[config.mk]
export PLATFORM = sky130hd
export DESIGN_NAME = bellek_hakemi
export DESIGN_NICKNAME = d
export VERILOG_FILES = /design/src/rtl/bellek_hakemi.sv
export SDC_FILE = /design/constraint.sdc
export NUM_CORES = 1
export LEC_CHECK = 0
export ABC_AREA = 1
export CAP_MARGIN = 20
export CORE_ASPECT_RATIO = 0.9
export CORE_MARGIN = 2
export CORE_UTILIZATION = 39
export DETAILED_ROUTE_END_ITERATION = 10
export PLACE_DENSITY = 0.95
export SLEW_MARGIN = 5
export SYNTH_ARGS = -nofsm -noshare
export SYNTH_HDL_FRONTEND = slang
export SYNTH_SLANG_ARGS = --single-unit
[constraint.sdc]
create_clock -name clk_i -period 3.8 [get_ports clk_i]
set_input_delay 0.57 -clock clk_i [delete_from_list [all_inputs] [get_ports clk_i]]
set_output_delay 0.57 -clock clk_i [all_outputs]
set_load 0.05 [all_outputs]
[src/rtl/bellek_hakemi.sv]
// bellek_hakemi -- two-port memory arbiter onto a single iomem bus.
//
// An instruction port (b_*, read-only) and a data port (v_*, read/write) share
// one iomem bus. The arbiter runs one bus transaction per grant. It returns to
// idle (BOSTA) for one cycle between grants.
//
// Handshake: a requester raises *_valid_i and holds it, with its address and
// data stable, until its *_ready_o strobe. *_ready_o is high for exactly one
// cycle and means "transaction done". *_rdata_o is meaningful only in that
// cycle. On the bus side, iomem_valid_o stays high with stable
// addr/wdata/wstrb until a cycle where iomem_ready_i is high. iomem_ready_i is
// ignored while nothing is granted.
//
// Ports:
//   clk_i, rst_i            clock, asynchronous active-high reset
//   b_valid_i/b_addr_i      instruction request
//   b_ready_o/b_rdata_o     instruction completion strobe and read data
//   v_valid_i/v_addr_i/v_wstrb_i/v_wdata_i   data request (wstrb 0 = read)
//   v_ready_o/v_rdata_o     data completion strobe and read data
//   iomem_*                 shared bus (addr/wdata/wstrb registered at grant)
//   hata_o                  one-cycle pulse when a grant times out
//   durum_o                 current FSM state (0 BOSTA, 1 BUYRUK, 2 VERI)
//
// Parameter TIMEOUT_CYC: bus wait limit in grant cycles. 0 waits forever.
// Build option HAKEM_ROUND_ROBIN_EN: when it is defined, contention goes to
// the port not served last. When it is undefined, the data port always wins.
module bellek_hakemi #(
  parameter int TIMEOUT_CYC = 255
) (
  input  logic        clk_i,
  input  logic        rst_i,
  input  logic        b_valid_i,
  input  logic [31:0] b_addr_i,
  output logic        b_ready_o,
  output logic [31:0] b_rdata_o,
  input  logic        v_valid_i,
  input  logic [31:0] v_addr_i,
  input  logic [3:0]  v_wstrb_i,
  input  logic [31:0] v_wdata_i,
  output logic        v_ready_o,
  output logic [31:0] v_rdata_o,
  output logic        iomem_valid_o,
  input  logic        iomem_ready_i,
  output logic [31:0] iomem_addr_o,
  output logic [31:0] iomem_wdata_o,
  output logic [3:0]  iomem_wstrb_o,
  input  logic [31:0] iomem_rdata_i,
  output logic        hata_o,
  output logic [1:0]  durum_o
);

  typedef enum logic [1:0] {
    BOSTA  = 2'd0,
    BUYRUK = 2'd1,
    VERI   = 2'd2
  } durum_t;

  localparam int SAYAC_W = (TIMEOUT_CYC > 0) ? $clog2(TIMEOUT_CYC + 1) : 1;
  localparam logic [SAYAC_W-1:0] SAYAC_SON =
    (TIMEOUT_CYC > 0) ? SAYAC_W'(TIMEOUT_CYC - 1) : '0;

  durum_t             durum, sonraki;
  logic [SAYAC_W-1:0] sayac;
  logic               zaman_asimi;
  logic               bitti;
  logic               v_kazanir;

`ifdef HAKEM_ROUND_ROBIN_EN
  // son_b = 1: the instruction port was served last, so the data port wins
  // the next contention.
  logic son_b;
  assign v_kazanir = son_b;

  always_ff @(posedge clk_i or posedge rst_i) begin
    if (rst_i)      son_b <= 1'b1;
    else if (bitti) son_b <= (durum == BUYRUK);
  end
`else
  assign v_kazanir = 1'b1;
`endif

  // A timeout fires in the cycle where the counter sits at its last value and
  // the bus still has not answered. If the bus answers in that same cycle,
  // the transaction completes normally instead.
  always_comb begin
    zaman_asimi = (TIMEOUT_CYC != 0) && (durum != BOSTA) &&
                  !iomem_ready_i && (sayac == SAYAC_SON);
    bitti       = (durum != BOSTA) && (iomem_ready_i || zaman_asimi);
  end

  // State register
  always_ff @(posedge clk_i or posedge rst_i) begin
    if (rst_i) durum <= BOSTA;
    else       durum <= sonraki;
  end

  // Next-state logic
  always_comb begin
    sonraki = durum;
    case (durum)
      BOSTA: begin
        if (v_valid_i && (v_kazanir || !b_valid_i)) sonraki = VERI;
        else if (b_valid_i)                         sonraki = BUYRUK;
      end
      BUYRUK, VERI: begin
        if (bitti) sonraki = BOSTA;
      end
      default: sonraki = BOSTA;
    endcase
  end

  // Output logic: the completion strobe and read data go only to the granted
  // port. A timed-out transaction returns zero data.
  always_comb begin
    b_ready_o = (durum == BUYRUK) && bitti;
    v_ready_o = (durum == VERI) && bitti;
    b_rdata_o = ((durum == BUYRUK) && iomem_ready_i) ? iomem_rdata_i : 32'h0;
    v_rdata_o = ((durum == VERI) && iomem_ready_i) ? iomem_rdata_i : 32'h0;
    hata_o    = zaman_asimi;
    durum_o   = durum;
  end

  // Bus request registers: the winner's fields are latched at the grant edge
  // and held until completion.
  always_ff @(posedge clk_i or posedge rst_i) begin
    if (rst_i) begin
      iomem_valid_o <= 1'b0;
      iomem_addr_o  <= 32'h0;
      iomem_wdata_o <= 32'h0;
      iomem_wstrb_o <= 4'h0;
    end else if (durum == BOSTA) begin
      if (sonraki == VERI) begin
        iomem_valid_o <= 1'b1;
        iomem_addr_o  <= v_addr_i;
        iomem_wdata_o <= v_wdata_i;
        iomem_wstrb_o <= v_wstrb_i;
      end else if (sonraki == BUYRUK) begin
        iomem_valid_o <= 1'b1;
        iomem_addr_o  <= b_addr_i;
        iomem_wdata_o <= 32'h0;
        iomem_wstrb_o <= 4'h0;
      end
    end else if (bitti) begin
      iomem_valid_o <= 1'b0;
    end
  end

  // Wait counter. It is cleared while idle, so each grant starts from zero.
  // It stops at its last value, where the timeout ends the grant, so it
  // never wraps.
  always_ff @(posedge clk_i or posedge rst_i) begin
    if (rst_i) begin
      sayac <= '0;
    end else if (durum == BOSTA) begin
      sayac <= '0;
    end else if ((TIMEOUT_CYC != 0) && !iomem_ready_i && (sayac != SAYAC_SON)) begin
      sayac <= sayac + 1'b1;
    end
  end

endmodule

## Yosys cells after proc, flatten, opt, wreduce, memory -nomap -nowiden

Index checks and enable logic that the tools add are counted.

| storage, ports and cells | value |
|---|---|
| bits in registers | 79 |
| input port bits | 137 |
| output and inout port bits | 138 |
| word-level logic and storage cells | 50 |

| operators by class | value |
|---|---|
| add/sub/neg operators | 1 |
| eq/ne operators | 7 |
| multiplexer cells | 18 |
| reductions and logical operators | 18 |

Operators by type and width:

| operator | number |
|---|---|
| 32-bit 2-to-1 mux | 6 |
| 8-bit 2-to-1 mux | 2 |
| 8-bit by 1-bit adder with 8-bit output, second input constant | 1 |
| 8-bit == test, second input constant | 1 |
| 1-bit logical AND | 8 |
| 4-bit 2-to-1 mux | 2 |
| 8-bit inequality test, second input constant | 1 |
| 2-bit nonzero test | 4 |
| 2-bit 2-to-1 mux | 3 |
| 2-bit by 1-bit == test with 1-bit output, second input constant | 2 |
| 2-bit == test, second input constant | 2 |
| 1-bit 2-to-1 mux | 4 |
| 2-bit case mux with 2 select lines | 1 |
| 2-bit AND reduction | 2 |
| 3-bit by 1-bit inequality test with 1-bit output, second input constant | 1 |
| 2-bit logical NOT | 1 |
| 2-bit OR reduction | 1 |
| 1-bit logical NOT | 1 |
| 1-bit logical OR | 1 |

## Logic depth before layout (Yosys ltp)

Gate-level depths: netlist of the first run.

| depth | value |
|---|---|
| depth after elaboration | 11 |
| mapped depth | 16 |
| gate-level depth less buffers | 14 |

## Worst setup path after synthesis of the first run

No wires, ideal clock.

| timing | value |
|---|---|
| path type | register -> output |
| start | register durum[0], in the netlist durum_o[0] |
| end | output hata_o |
| data arrival time | 2.198 ns |
| required time | 3.230 ns |
| slack | 1.032 ns |
| cell stages (with the launch flop) | 4 |
| buffers on the path | 0 |
| cells stage by stage | dfrtp_1 inv_1 ha_1 nor3_1 |

| between the ends | value |
|---|---|
| longest elaborated chain between the ends | 3 |

Ends and longest elaborated chain:

| what | RTL line | source |
|---|---|---|
| start, declared | 62 | `durum_t durum, sonraki;` |
| start signal, assigned | 94 | `else durum <= sonraki;` |
| 2-bit nonzero test | 86 | `zaman_asimi = (TIMEOUT_CYC != 0) && (durum != BOSTA) &&` |
| 1-bit logical AND | 86 |  |
| 1-bit logical AND | 87 | `!iomem_ready_i && (sayac == SAYAC_SON);` |
| end, declared | 48 | `output logic hata_o,` |

Every way passes these cells.

## Worst setup path after layout of the first run

| timing | value |
|---|---|
| start | input iomem_ready_i |
| end | output v_rdata_o[27] |

| between the ends | value |
|---|---|
| longest elaborated chain between the ends | 2 |

Ends and longest elaborated chain:

| what | RTL line | source |
|---|---|---|
| start, declared | 43 | `input logic iomem_ready_i,` |
| 1-bit logical AND | 118 | `v_rdata_o = ((durum == VERI) && iomem_ready_i) ? iomem_rdata_i : 32'h0;` |
| 32-bit 2-to-1 mux | 118 |  |
| end, declared | 41 | `output logic [31:0] v_rdata_o,` |

Every way passes these cells.

==> results of run 1 <==
[per-layer routing]
layer  GRT usage (%)  part of all wire (%)  wire length, um
met2            46.2                    53             7610
met5               0                     0                0
met3            8.44                   8.7             1240
met1            25.9                    36             5160
met4            6.94                   1.9              266
[worst register-to-register path: stages, from the launching register on]
cell,delay (ns)
dfrtp_1,0.44
inv_1,0.11
ha_1,0.31
inv_2,0.09
nand2_4,0.12
nand2_1,0.08
a21oi_1,0.17
ha_2,0.51
nor2_8,0.52
buf_12,0.27
nor2_1,0.07
a31oi_1,0.20
[placed cells by master, fill, tap and decap left out, types with 4 or more instances in the layout]
cell and instances:
a31oi_1 32, buf_4 15, clkbuf_16 9, clkdlybuf4s50_1 266, dfrtp_1 79, ha_1 7
inv_1 47, nand2_1 137, nand3_1 43, nor2_1 103, o21ai_0 38, xor2_1 4
[final cells by class]
class	count	area (sq um)	area share, %
clock inverters	5	81.3	1.13
multi-input cells	380	1750	24.2
flip-flops and latches	79	1980	27.4
inverters	50	190	2.64
clock buffers	11	243	3.36
repair buffers	283	2820	39.0
well taps	129	161	2.24
[registers in the layout, indices dropped and copies added, names as in the netlist]
| name | count |
|---|---|
| iomem_wstrb_o | 4 |
| sayac | 8 |
| iomem_valid_o | 1 |
| iomem_wdata_o | 32 |
| iomem_addr_o | 32 |
| durum_o | 2 |
[power by group through the flow]
stage                     registers, W  clock network (W)  logic [W]
after floorplan                0.00229                  0    0.00192
after global placement         0.00133                  0    0.00408
after detailed placement       0.00134                  0    0.00417
after CTS                      0.00134           0.000947    0.00418
after global routing           0.00136           0.000983    0.00446
final                          0.00134           0.000932    0.00415
[cells by family after synthesis]
group                      Yosys count
AOI/OAI and AO/OA                   77
xor gates and xnor gates             4
adders and majority gates            8
buffers and inverters               85
DFF                                 79
and+or+nand+nor                    291
[worst max path at each step]
stage | from | to | slack, ns | cells after the start
2_1_floorplan | durum_o[0] | hata_o | 1.03 | 3
3_3_place_gp | iomem_ready_i | v_rdata_o[23] | 0.65 | 5
3_5_place_dp | iomem_ready_i | iomem_addr_o[21] | 0.58 | 11
4_1_cts | iomem_ready_i | v_rdata_o[27] | 0.61 | 5
5_1_grt | iomem_ready_i | v_rdata_o[16] | 0.50 | 5
6_report | iomem_ready_i | v_rdata_o[27] | 0.60 | 5
[per-stage QoR]
| step | instances | util [%] | setup slack, ns | cell area, sq um |
|---|---|---|---|---|
| floorplan | 544 | - | 1.03 | 4090 |
| global placement | 921 | 67.3 | 0.654 | 6890 |
| detailed placement | 921 | 67.3 | 0.582 | 6890 |
| CTS | 937 | 70.4 | 0.614 | 7220 |
| global route | 937 | 70.4 | 0.503 | 7220 |
| finish | 937 | 70.4 | 0.599 | 7220 |
==> run metrics, run 1 <==
slowest CP cell clkdlybuf4s50_1; Switching Power 0.00338 W; Overall Global Routing Usage 24.3%; die height 101 um; worst relative slew slack 36.6%; Top FF cell, synth dfrtp_1; Max IR drop VDD 836 uV; first-pass GRT wire length 22.0 mm; share of cells above drive strength 1 5.07%; clock root buffer clkbuf_16; largest family of logic cells by synthesized area simple AND/OR/NAND/NOR gates; WHS 0.496 ns; Crit path arrival time 2.63 ns; CP dominant cell by count clkdlybuf4s50_1; antenna viol nets, final 0; Hold Path Depth 2; Power, Total 0.00642 W; top post-synthesis cells by area dfrtp_1, nand2_1, nor2_1; Synth area leader dfrtp_1; Remaining Overflow, GRT 0; Num CTS Buffers 9; Worst R2R Start durum_o[0]; Remaining DRCs 0; Req. time, crit path 3.23 ns; HPWL Detailed 10.9 mm; core box area 10,200 sq um; Netlist Area Pre-Place 4090 sq um; final hold violations 0; layout net count 948; largest net degree at the start of global routing 57; Post-synth top cells nand2_1, nor2_1, dfrtp_1; unique cell type count in the Yosys netlist 24; Seq/Total Area, Yosys 48.3%; Vias per Instance 4.93; Synth Warn # 0; Syn Area/Cell 7.52 sq um; critical path startpoint category input pin; vias in the first global route 4,515; initial antenna violation count 0; Setup crit end kind primary output; DR iter-0 viols 218; io pins 275; Synth Net Count 689; post-CTS setup buffers 0; GP Congestion 0.866; mux cell area share after synthesis 0%; XOR/XNOR share of the synthesized area 0.857%; crit path time final 3.20 ns; Rows 35; hold path endpoint iomem_valid_o; Pleak 3.38 nW; most frequent cell after synthesis nand2_1; fmax 312 MHz; clock skew 0.00986 ns; CP Buf/Inv Count 3; clock-pin slew on the worst setup and hold paths 0.06 ns; Post-CTS Resized 0; synthesized instance count 544; Synth Area in Simple Gates 28.9%; crit-path max FO 21; Filler Cells Inserted 794; die span in x 112 um; I/O Buffers 274; WS Path Type input pin to primary output; fin crit share 84.2%; Clk network pwr share 14.5%; hold buffers post-CTS 0; crit-path cells clkdlybuf4s50_1 > nand2_1 > buf_4 > nor2_1 > clkdlybuf4s50_1; drt total wl 14.3 mm; switch share 52.7%; Synth Area in Compound Gates 10.5%; pwr/cell area 890 nW/um^2; crit-path leading delay family buffers and inverters; post-synth top area share 48.3%; Reg power frac 20.8%; setup TNS 0 ns; clock buffer depth 2; via count 4,617; clock sink total 79; fin. max-slew vios 0; later-pin clock latency in the skew report 0.33 ns; Initial Utilization 39.9%; setup violators final 0; H-tree Lvls 3; count of flip-flops with a built-in enable after synthesis 0; CTS tree built; n_diodes 0; RR Endpoint iomem_addr_o[28]; FFs w/ async S/R, synth 100%; r2r worst-path depth 11; #FFs+latches synth 79; adder-cell share of the synthesized area 2.45%; HP Class flop to flop; unrepaired setup endpoints after global routing false; Slew @ Worst Pin 0.950 ns; router iterations before antenna repair 5; critical path's largest stage delay 0.82 ns; die area 11,300 sq um; max_cap viols 0; Comb pwr share 64.7%; WL/cell 15.2 um; start point of the worst hold path iomem_valid_o; Area growth syn-to-layout 76.4%; R2R setup slack 0.81 ns; status finished clean; P_int 0.00304 W
Power figures use the tool's default switching activity.
==> inputs of run 2 (changes only) <==
--- a/config.mk
+++ b/config.mk
@@ -9,9 +9,9 @@
 export CAP_MARGIN = 20
 export CORE_ASPECT_RATIO = 0.9
 export CORE_MARGIN = 2
-export CORE_UTILIZATION = 39
+export CORE_UTILIZATION = 36
 export DETAILED_ROUTE_END_ITERATION = 10
-export PLACE_DENSITY = 0.95
+export PLACE_DENSITY = 0.92
 export SLEW_MARGIN = 5
 export SYNTH_ARGS = -nofsm -noshare
 export SYNTH_HDL_FRONTEND = slang
==> constraint.sdc (replaced) <==
create_clock -name clk_i -period 3.1 [get_ports clk_i]
set_input_delay 0.465 -clock clk_i [delete_from_list [all_inputs] [get_ports clk_i]]
set_output_delay 0.465 -clock clk_i [all_outputs]
set_load 0.05 [all_outputs]
==> run metrics, run 2 (synthesis gave the netlist of run 1 again) <==
crit-path max FO 5 (-76%); setup TNS 0 ns (unchanged); Rows 36 (+2.9%); post-route insts no fill 959 (+2.3%); Num CTS Buffers 9 (unchanged); Remaining DRCs 0 (unchanged); Setup crit end kind primary output; unrepaired setup endpoints after global routing false; max_cap viols 0 (unchanged); antenna viol nets, final 0 (unchanged); met1 GRT Util 25.5% (-0.32 points); hold buffers post-CTS 0 (unchanged); crit-path leading delay family buffers and inverters; DP Area 7590 sq um (+10%); met2 usage 43.3% (-2.8 points); dpl cells 943 (+2.4%); crit path time final 2.69 ns; Remaining Overflow, GRT 0 (unchanged); first-pass GRT wire length 23.1 mm (+4.9%); CTS tree built; via count 4,626 (+0.19%); crit-path cells inv_1 > ha_1 > nand2_1 > nor2_1 > nand2_2 > nor3_1 > clkdlybuf4s50_1; die height 105 um (+3.9%); drt total wl 15.1 mm (+6.1%); Pleak 3.68 nW (+8.9%); Overall Global Routing Usage 24.3% (-0.028 points); later-pin clock latency in the skew report 0.32 ns (about the same); DR iter-0 viols 345 (+58%); layout net count 947 (-0.11%); die area 12,200 sq um (+8.0%); largest registers iomem_addr_o x32, iomem_wdata_o x32, sayac x8; HP Class flop to flop; status finished clean; Max IR drop VDD 662 uV (-21%); clock buffer depth 2 (unchanged); final instance area 7920 sq um (+9.7%); critical path's largest stage delay 0.84 ns (+0.02 ns); core box area 10,900 sq um (+6.8%); vias in the first global route 4,668 (+3.4%); critical path startpoint category flop; WL/cell 15.8 um (+3.6%); CP Buf/Inv Count 2 (-1); HPWL Detailed 11.7 mm (+7.7%); clock root buffer clkbuf_16; clock sink total 79 (unchanged); GP Congestion 0.804 (-7.1%); Multi-input gate area 1750 sq um (unchanged); setup violators final 0 (unchanged); die span in x 116 um (+3.9%); io pins 275 (unchanged); Crit path arrival time 2.22 ns (-0.41 ns); post-CTS setup buffers 0 (unchanged); Area growth syn-to-layout 93.6%; final hold violations 0 (unchanged); fin crit share 86.7%; met3 Use GR 8.76% (+0.32 points); worst relative slew slack 34.9% (-1.7 points); most frequent cells in the layout clkdlybuf4s50_1, nand2_1, nor2_1; start point of the worst hold path iomem_wdata_o[14]; fmax 372 MHz; initial antenna violation count 0 (unchanged); Slew @ Worst Pin 0.975 ns (+0.0249 ns); crit path launch sayac[0]; slowest CP cell clkdlybuf4s50_1; Vias per Instance 4.82 (-2.1%); clock skew 0.00487 ns (-0.00499 ns); Post-CTS Resized 0 (unchanged); H-tree Lvls 3 (unchanged); pwr/cell area 1030 nW/um^2 (+16%); I/O Buffers 274 (unchanged); Reg area 1980 sq um (unchanged); share of cells above drive strength 1 12.1% (+7.1 points); GR peak layer met2; Req. time, crit path 2.63 ns (-0.60 ns); Filler Cells Inserted 764 (-3.8%); commonest non-fill, non-tap cell in the layout clkdlybuf4s50_1; Initial Utilization 37.4% (-2.5 points); n_diodes 0 (unchanged); Worst R2R Start sayac[0]; fin. max-slew vios 0 (unchanged); largest net degree at the start of global routing 80 (+40%); router iterations before antenna repair 6 (+1); clock-pin slew on the worst setup and hold paths 0.06 ns (about the same); WS Path Type flop to primary output
## run 2: report_power, final
part | internal [W] | switching, W
combinational | 0.00182 | 0.00360
sequential | 0.00142 | 0.000209
clock | 0.000727 | 0.000400
total | 0.00397 | 0.00421
## run 2: final cells by class
| class | count | area share (%) |
|---|---|---|
| multi-input cells | 380 | 22.1 |
| flip-flops and latches | 79 | 25.0 |
| clock buffers | 11 | 3.07 |
| repair buffers | 282 | 44.1 |
| inverters | 50 | 2.40 |
| clock inverters | 5 | 1.03 |
| well taps | 152 | 2.40 |
## run 2: path summary, 6_finish.rpt
path,endpoint,slack (ns),depth (start not counted)
worst max-delay path,hata_o,0.41,7
worst min-delay path,iomem_wdata_o[14],0.51,2
worst max register to register,iomem_addr_o[2],0.44,13
worst min register to register,iomem_wdata_o[14],0.51,2
max in group asynchronous,iomem_addr_o[24],2.20,3
min in group asynchronous,iomem_addr_o[28],0.53,3
## run 2: tightest hold or removal path: stages (launching register included)
cell and delay (ns):
dfrtp_1 0.34, o21ai_0 0.08, nand2_1 0.06
## run 2: per-layer routing
| metal | wire length, um | share of wire, % | vias to the layer above |
|---|---|---|---|
| li1 | - | - | 2241 |
| met1 | 5230 | 35 | 2137 |
| met2 | 7910 | 52 | 220 |
| met3 | 1550 | 10 | 28 |
| met4 | 441 | 2.9 | 0 |
| met5 | 0 | 0 | - |
## run 2: metrics by stage
stage / setup slack, ns / util (%) / power (W) / hold slack (ns)
after floorplan: 0.437 / - / 0.00515 / 0.490
after global placement: 0.427 / 69.4 / 0.00697 / 0.486
after detailed placement: 0.330 / 69.4 / 0.00710 / 0.494
after CTS: 0.402 / 72.3 / 0.00825 / 0.510
after global routing: 0.146 / 72.3 / 0.00867 / 0.536
final: 0.413 / 72.3 / 0.00818 / 0.508
